--- src/rtl/ground_pkg.sv ---
// Shared types and constants for the ground-tile touch controller.
//   tile_state_t    : per-tile confirmation FSM state
//   coord_t         : pixel coordinate widened by one bit so upper bounds never overflow
//   N_TILES         : number of ground tiles fed by the controller
//   GROUND_FRAME_AT : ipcnt value the display stages compare against for frame advance
//   PIX_W           : pixel coordinate width
//   in_span()       : unsigned inclusive range test pos in [lo, lo+len-1]
package ground_pkg;

    localparam int unsigned N_TILES         = 3;
    localparam int unsigned GROUND_FRAME_AT = 6000000;
    localparam int unsigned PIX_W           = 10;

    typedef enum logic [1:0] {
        IDLE    = 2'd0,
        ARMING  = 2'd1,
        TOUCHED = 2'd2
    } tile_state_t;

    typedef logic [PIX_W:0] coord_t;

    function automatic logic in_span(input logic [PIX_W-1:0] pos,
                                     input coord_t          lo,
                                     input coord_t          len);
        coord_t pos_w;
        coord_t hi;
        pos_w = {1'b0, pos};
        hi    = lo + len - coord_t'(1);
        return (pos_w >= lo) && (pos_w <= hi);
    endfunction

endpackage

--- src/rtl/ground_touch_ctrl_if.sv ---
// Player-position / touch-status bundle between the player logic and the controller.
//   clr         : synchronous level restart
//   px, py      : player feet position in pixels
//   on_ground   : player is standing
//   ipcnt       : free-running animation counter
//   bk_touched  : sticky per-tile touched flags
//   touch_pulse : one-cycle pulse on each bk_touched rise
//   all_touched : registered AND of bk_touched
// master drives the player side, slave is the controller.
interface ground_touch_ctrl_if;
    import ground_pkg::*;

    logic               clr;
    logic [PIX_W-1:0]   px;
    logic [PIX_W-1:0]   py;
    logic               on_ground;
    logic [31:0]        ipcnt;
    logic [N_TILES-1:0] bk_touched;
    logic [N_TILES-1:0] touch_pulse;
    logic               all_touched;

    modport master (
        output clr, px, py, on_ground,
        input  ipcnt, bk_touched, touch_pulse, all_touched
    );

    modport slave (
        input  clr, px, py, on_ground,
        output ipcnt, bk_touched, touch_pulse, all_touched
    );

endinterface

--- src/rtl/ground_tile_fsm.sv ---
// Per-tile touch confirmation: latches once the registered hit has been seen on
// CONFIRM_CYC consecutive cycles, then stays latched until clr or reset.
//   clk, rst_n : clock, asynchronous active-low reset
//   clr        : synchronous clear, wins over a completing confirm
//   hit        : registered hit for this tile
//   touched    : tile is latched (state == TOUCHED)
//   pulse      : high for the single cycle touched first reads 1
module ground_tile_fsm
    import ground_pkg::*;
#(
    parameter int unsigned CONFIRM_CYC = 4
) (
    input  logic clk,
    input  logic rst_n,
    input  logic clr,
    input  logic hit,
    output logic touched,
    output logic pulse
);

    localparam logic [7:0] LAST_CNT = 8'(CONFIRM_CYC - 1);

    tile_state_t state_q, state_d;
    logic [7:0]  cnt_q, cnt_d;
    logic        pulse_q, pulse_d;

    always_ff @(posedge clk or negedge rst_n) begin
        if (!rst_n) begin
            state_q <= IDLE;
            cnt_q   <= 8'd0;
            pulse_q <= 1'b0;
        end else begin
            state_q <= state_d;
            cnt_q   <= cnt_d;
            pulse_q <= pulse_d;
        end
    end

    always_comb begin
        state_d = state_q;
        cnt_d   = cnt_q;
        pulse_d = 1'b0;
        if (clr) begin
            state_d = IDLE;
            cnt_d   = 8'd0;
        end else begin
            unique case (state_q)
                IDLE: begin
                    if (hit) begin
                        if (CONFIRM_CYC == 1) begin
                            state_d = TOUCHED;
                            pulse_d = 1'b1;
                        end else begin
                            state_d = ARMING;
                            cnt_d   = 8'd1;
                        end
                    end
                end
                ARMING: begin
                    if (!hit) begin
                        // Any dropout restarts the run from scratch.
                        state_d = IDLE;
                        cnt_d   = 8'd0;
                    end else if (cnt_q == LAST_CNT) begin
                        state_d = TOUCHED;
                        cnt_d   = 8'd0;
                        pulse_d = 1'b1;
                    end else begin
                        cnt_d = cnt_q + 8'd1;
                    end
                end
                TOUCHED: begin
                    state_d = TOUCHED;
                end
                default: begin
                    state_d = IDLE;
                    cnt_d   = 8'd0;
                end
            endcase
        end
    end

    assign touched = (state_q == TOUCHED);
    assign pulse   = pulse_q;

endmodule

--- src/rtl/ground_touch_ctrl.sv ---
// Upstream feeder for the ground-tile display stages: free-running animation counter
// plus sticky per-tile touched flags derived from feet position and on-ground status.
//   clk, rst_n : clock, asynchronous active-low reset
//   bus        : slave side of ground_touch_ctrl_if (clr, px, py, on_ground in;
//                ipcnt, bk_touched, touch_pulse, all_touched out)
module ground_touch_ctrl
    import ground_pkg::*;
#(
    parameter int unsigned IPCNT_MAX   = 9999999,
    parameter int unsigned CONFIRM_CYC = 4,
    parameter int unsigned TILE_W      = 64,
    parameter int unsigned TILE_H      = 16,
    parameter int unsigned T0_X        = 64,
    parameter int unsigned T0_Y        = 400,
    parameter int unsigned T1_X        = 256,
    parameter int unsigned T1_Y        = 400,
    parameter int unsigned T2_X        = 448,
    parameter int unsigned T2_Y        = 400
) (
    input  logic                clk,
    input  logic                rst_n,
    ground_touch_ctrl_if.slave  bus
);

    localparam coord_t TW = coord_t'(TILE_W);
    localparam coord_t TH = coord_t'(TILE_H);
    localparam coord_t TILE_X [N_TILES] = '{coord_t'(T0_X), coord_t'(T1_X), coord_t'(T2_X)};
    localparam coord_t TILE_Y [N_TILES] = '{coord_t'(T0_Y), coord_t'(T1_Y), coord_t'(T2_Y)};

    logic [31:0]        ipcnt_q, ipcnt_d;
    logic [N_TILES-1:0] hit_q, hit_d;
    logic [N_TILES-1:0] touched;
    logic [N_TILES-1:0] pulse;
    logic               all_q, all_d;

    // Counter ignores clr: the display animation keeps running across level restarts.
    always_comb begin
        ipcnt_d = (ipcnt_q == IPCNT_MAX) ? 32'd0 : ipcnt_q + 32'd1;
    end

    always_comb begin
        hit_d = '0;
        for (int i = 0; i < N_TILES; i++) begin
            hit_d[i] = bus.on_ground
                     && in_span(bus.px, TILE_X[i], TW)
                     && in_span(bus.py, TILE_Y[i], TH);
        end
    end

    always_comb begin
        all_d = bus.clr ? 1'b0 : &touched;
    end

    always_ff @(posedge clk or negedge rst_n) begin
        if (!rst_n) begin
            ipcnt_q <= 32'd0;
            hit_q   <= '0;
            all_q   <= 1'b0;
        end else begin
            ipcnt_q <= ipcnt_d;
            hit_q   <= bus.clr ? '0 : hit_d;
            all_q   <= all_d;
        end
    end

    for (genvar g = 0; g < N_TILES; g++) begin : g_tile
        ground_tile_fsm #(
            .CONFIRM_CYC (CONFIRM_CYC)
        ) u_fsm (
            .clk     (clk),
            .rst_n   (rst_n),
            .clr     (bus.clr),
            .hit     (hit_q[g]),
            .touched (touched[g]),
            .pulse   (pulse[g])
        );
    end

    assign bus.ipcnt       = ipcnt_q;
    assign bus.bk_touched  = touched;
    assign bus.touch_pulse = pulse;
    assign bus.all_touched = all_q;

endmodule

--- src/flat_wrapper.sv ---
// flat-port wrapper written by rule: the top's interface ports become plain ports
module ground_touch_ctrl_flat import ground_pkg::*;
#(
    parameter int unsigned IPCNT_MAX   = 9999999,
    parameter int unsigned CONFIRM_CYC = 4,
    parameter int unsigned TILE_W      = 64,
    parameter int unsigned TILE_H      = 16,
    parameter int unsigned T0_X        = 64,
    parameter int unsigned T0_Y        = 400,
    parameter int unsigned T1_X        = 256,
    parameter int unsigned T1_Y        = 400,
    parameter int unsigned T2_X        = 448,
    parameter int unsigned T2_Y        = 400
)
  (clk, rst_n, bus_clr, bus_px, bus_py, bus_on_ground, bus_ipcnt, bus_bk_touched, bus_touch_pulse, bus_all_touched);
  ground_touch_ctrl_if bus_i ();
  input  logic clk;
  input  logic rst_n;
  input wire logic [$bits(bus_i.clr)-1:0] bus_clr;
  input wire logic [$bits(bus_i.px)-1:0] bus_px;
  input wire logic [$bits(bus_i.py)-1:0] bus_py;
  input wire logic [$bits(bus_i.on_ground)-1:0] bus_on_ground;
  output wire logic [$bits(bus_i.ipcnt)-1:0] bus_ipcnt;
  output wire logic [$bits(bus_i.bk_touched)-1:0] bus_bk_touched;
  output wire logic [$bits(bus_i.touch_pulse)-1:0] bus_touch_pulse;
  output wire logic [$bits(bus_i.all_touched)-1:0] bus_all_touched;
  assign bus_i.clr = bus_clr;
  assign bus_i.px = bus_px;
  assign bus_i.py = bus_py;
  assign bus_i.on_ground = bus_on_ground;
  assign bus_ipcnt = bus_i.ipcnt;
  assign bus_bk_touched = bus_i.bk_touched;
  assign bus_touch_pulse = bus_i.touch_pulse;
  assign bus_all_touched = bus_i.all_touched;
  ground_touch_ctrl #(.IPCNT_MAX(IPCNT_MAX), .CONFIRM_CYC(CONFIRM_CYC), .TILE_W(TILE_W), .TILE_H(TILE_H), .T0_X(T0_X), .T0_Y(T0_Y), .T1_X(T1_X), .T1_Y(T1_Y), .T2_X(T2_X), .T2_Y(T2_Y)) u_core (.clk(clk), .rst_n(rst_n), .bus(bus_i));
endmodule
--- config.mk ---
export PLATFORM = sky130hd
export DESIGN_NAME = ground_touch_ctrl_flat
export DESIGN_NICKNAME = d
export VERILOG_FILES = /design/src/rtl/ground_pkg.sv /design/src/rtl/ground_touch_ctrl_if.sv /design/src/rtl/ground_tile_fsm.sv /design/src/rtl/ground_touch_ctrl.sv /design/src/flat_wrapper.sv
export SDC_FILE = /design/constraint.sdc
export NUM_CORES = 1
export LEC_CHECK = 0
export CORE_MARGIN = 2
export CORE_UTILIZATION = 56
export CTS_CLUSTER_DIAMETER = 30
export DETAILED_ROUTE_END_ITERATION = 8
export HOLD_SLACK_MARGIN = 0.08
export PLACE_DENSITY_LB_ADDON = 0.05
export SLEW_MARGIN = 20
export SYNTH_ARGS = -nofsm -noshare
export SYNTH_HDL_FRONTEND = slang
export SYNTH_SLANG_ARGS = --single-unit
--- constraint.sdc ---
create_clock -name clk -period 4.6 [get_ports clk]
set_input_delay 0.46 -clock clk [delete_from_list [all_inputs] [get_ports clk]]
set_output_delay 0.46 -clock clk [all_outputs]
set_load 0.02 [all_outputs]
==> flow_metrics.py <==
metrics = {
    "status": {
        "status": "complete, no violations",
    },
    "setup_path": {
        "critical_path.max_fanout": 12,
        "cp.arrival_ns": 2.48,
        "cp.required_ns": 4.80,
        "start_kind": "flop",
        "r2r-start": "u_core.bus.ipcnt[8]",
        "r2r_cells": 4,
        "crit_type": "flop to flop",
        "worst_setup_path_end_kind": "flop",
        "r2r_slack_ns": 2.31,
        "r2r-end": "u_core.bus.ipcnt[7]",
    },
    "layout": {
        "fin_nets": 430,
        "syn2layout_area_growth_pct": 22.92,
        "antennaDiodeCount": 0,
        "design_area_sq_mm": 0.004242,
        "fin_cells": 481,
        "fin_util_pct": 71.22,
        "layout-drive-gt1-share_pct": 5.911,
    },
    "sta": {
        "fin_hold_ws_ns": 0.3022,
        "finalCritPeriodShare_pct": 49.68,
        "maxSlewViolCount": 0,
        "fin_crit_ns": 2.285,
        "rsz0062_at_grt": "no",
        "setup_tns_ns": 0,
        "slew_headroom_pct": 43.26,
        "finalClockSkew_ns": 0.007173,
        "hold_violations": 0,
        "setup-violations-final": 0,
        "max_clock_freq_mhz": 437.6,
        "tightestPinTransition_ns": 0.8510,
    },
    "global_routing": {
        "grt_pass1_vias": 2670,
        "grt_start_max_net_pins": 70,
        "grt_antenna_before_repair": 0,
        "gr-total-overflow": 0,
        "grt_pass1_wl_microns": 12210,
        "grt_usage_pct": 23.85,
    },
    "placed_design": {
        "place_inst": 466,
        "place.gp.congestion": 0.8684,
        "place_hpwl_microns": 5056,
        "place_area_sq_mm": 0.003995,
        "io_buffers": 52,
    },
    "route": {
        "drt-met1-wl_microns": 3463,
        "ant_nets": 0,
        "viasPerCell": 5.875,
        "routed_wl_microns": 7275,
        "dr.pass1.iters": 4,
        "vias": 2826,
        "drtIter0Drc": 97,
        "wl_met2_microns": 3365,
        "routed.top_layer": "met4",
        "avgRoutedWirePerCell_microns": 15.12,
        "dr_wl_met3_microns": 308,
        "drcViolationCount": 0,
    },
    "die": {
        "rows": 28,
        "die_area_sq_mm": 0.006806,
        "io_pins": 63,
        "initial_utilization_pct": 57.94,
        "core_sq_mm": 0.005956,
        "die_w_microns": 82.50,
        "die_y_microns": 82.50,
    },
    "yosys": {
        "synthArstFlopShare_pct": 100.0,
        "yosysTopAreaCellShare_pct": 50.04,
        "ys_top_cells_by_count": "dfrtp_1, nor2_1, nand2_1",
        "synth_ff_type": "dfrtp_1",
        "synth.top_cells.by_area": "dfrtp_1, xnor2_1, nor2_1",
        "synth_fp_nets": 377,
        "synth_seq_cells": 69,
        "yosysMostFrequentCell": "dfrtp_1",
        "ys_seq_area_share_pct": 50.04,
        "yosysTopAreaCell": "dfrtp_1",
        "synth_cell_types": 46,
        "synth_edf_count": 0,
        "synth_cells": 349,
        "syn-mean-instance-area_sq_um": 9.888,
        "syn_area_sq_mm": 0.003451,
        "synth_warnings": 0,
    },
    "power_and_ir_drop": {
        "p_sw_share_pct": 19.14,
        "combPwrFrac_pct": 2.8,
        "leakage_nw": 1.846,
        "p_sw_mw": 0.2382,
        "power.density_mw_per_mm2": 293.4,
        "peakVddDrop_mv": 0.2225,
        "p_int_mw": 1.006,
        "seqPwrFrac_pct": 48.7,
        "clockPowerShare_pct": 48.5,
    },
    "clocking": {
        "clkSlewWorstSetupHoldPaths_ns": 0.07,
        "ctsHoldBuffers": 0,
        "clock_path_buffers": 2,
        "tritoncts": "yes",
        "post_cts_resized": 0,
        "clockRootBuffer": "clkbuf_8",
        "insertion_delay_ns": 0.34,
        "clock_sinks": 69,
        "cts_setup_buffers": 0,
        "h-tree-depth": 3,
        "numCtsBuffers": 9,
    },
    "flow_run": {
        "cap_violations": 0,
    },
    "min_path": {
        "min_path_type": "input port to async pin",
    },
}
cell type report:
cell class              count  area [sq um]
clock buffers              11         151.4
clock inverters             4         95.09
fillers                   454          1714
inverters                   6         22.52
multi-input cells         263          1629
flip-flops and latches     69          1727
well taps                  75         93.84
repair buffers             53         523.0
cell usage in the layout, fill, tap and decap left out, types with 2 or more instances in the layout:
| cell type | instances |
|---|---|
| a211oi_1 | 2 |
| a21o_1 | 3 |
| a21oi_1 | 12 |
| a22o_1 | 6 |
| a2bb2oi_1 | 2 |
| a31o_2 | 2 |
| a31oi_1 | 2 |
| and2_1 | 2 |
| and3_1 | 10 |
| and4_1 | 4 |
| bufinv_16 | 3 |
| clkbuf_8 | 11 |
| clkdlybuf4s50_1 | 51 |
| dfrtp_1 | 69 |
| ha_1 | 4 |
| inv_1 | 6 |
| nand2_1 | 23 |
| nand2b_1 | 3 |
| nand3_1 | 19 |
| nand4_1 | 17 |
| nand4b_1 | 3 |
| nand4bb_1 | 2 |
| nor2_1 | 37 |
| nor2b_1 | 9 |
| nor3_1 | 14 |
| nor4_1 | 6 |
| nor4b_1 | 5 |
| o2111ai_1 | 2 |
| o21ai_0 | 19 |
| or3_1 | 8 |
| or4_1 | 3 |
| xnor2_1 | 19 |
| xor2_1 | 13 |
power by group through the flow:
stage	clock network [mW]	registers [mW]	logic (mW)
global placement	0	0.618	0.0350
floorplan	0	0.618	0.00926
CTS	0.615	0.606	0.0355
detailed placement	0	0.618	0.0354
finish	0.604	0.607	0.0343
global route	0.637	0.606	0.0398
layer usage:
layer | vias to the layer above | global-route usage (%)
met2 | 67 | 36.37
met4 | 0 | 8.689
li1 | 1374 | -
met3 | 12 | 6.848
met5 | - | 0
met1 | 1373 | 32.57
state kept, by name, indices dropped and copies added (netlist names):
signal / cells
u_core.bus.all_touched: 1
u_core.bus.ipcnt: 32
u_core.g_tile.u_fsm.cnt_q: 24
u_core.g_tile.u_fsm.pulse: 3
u_core.g_tile.u_fsm.state_q: 6
u_core.hit_q: 3
worst max-delay path, cell delays in order (launching register included):
cell and delay (ns):
dfrtp_1 0.47, or4_1 0.49, or4_1 0.42, nor3_2 0.62, nor2_1 0.13
through the flow:
stage                     total power [mW]  setup slack (ns)
final                                1.244             2.315
after global routing                 1.283             2.167
after CTS                            1.257             2.310
after detailed placement            0.6535             2.065
after global placement              0.6531             2.095
after floorplan                     0.6275             2.683
cells by family (layout without fill, tap and decap cells):
| family | count (synthesis) | in the layout | synth area share [%] |
|---|---|---|---|
| AND/OR/NAND/NOR | 172 | 172 | 27.27 |
| buffers and inverters | 17 | 74 | 2.755 |
| XOR/XNOR | 32 | 32 | 8.122 |
| flip-flops | 69 | 69 | 50.04 |
| multiplexers | 2 | 2 | 0.6164 |
| adder cells (fa/ha/maj) | 4 | 4 | 1.450 |
| AO/OA/AOI/OAI | 53 | 53 | 9.754 |
how the worst max path moves through the flow:
| stage | slack, ns | startpoint | endpoint | depth (start not counted) |
|---|---|---|---|---|
| after floorplan | 2.68 | u_core.bus.ipcnt[13] | u_core.bus.ipcnt[0] | 5 |
| after global placement | 2.10 | bus_clr | u_core.g_tile[0].u_fsm.cnt_q[5] | 5 |
| after detailed placement | 2.06 | bus_clr | u_core.g_tile[0].u_fsm.cnt_q[5] | 5 |
| after CTS | 2.31 | u_core.bus.ipcnt[13] | u_core.bus.ipcnt[7] | 4 |
| after global routing | 2.17 | u_core.bus.ipcnt[13] | u_core.bus.ipcnt[5] | 4 |
| final | 2.31 | u_core.bus.ipcnt[8] | u_core.bus.ipcnt[7] | 4 |
No activity file was read; power rests on OpenSTA's default activity.
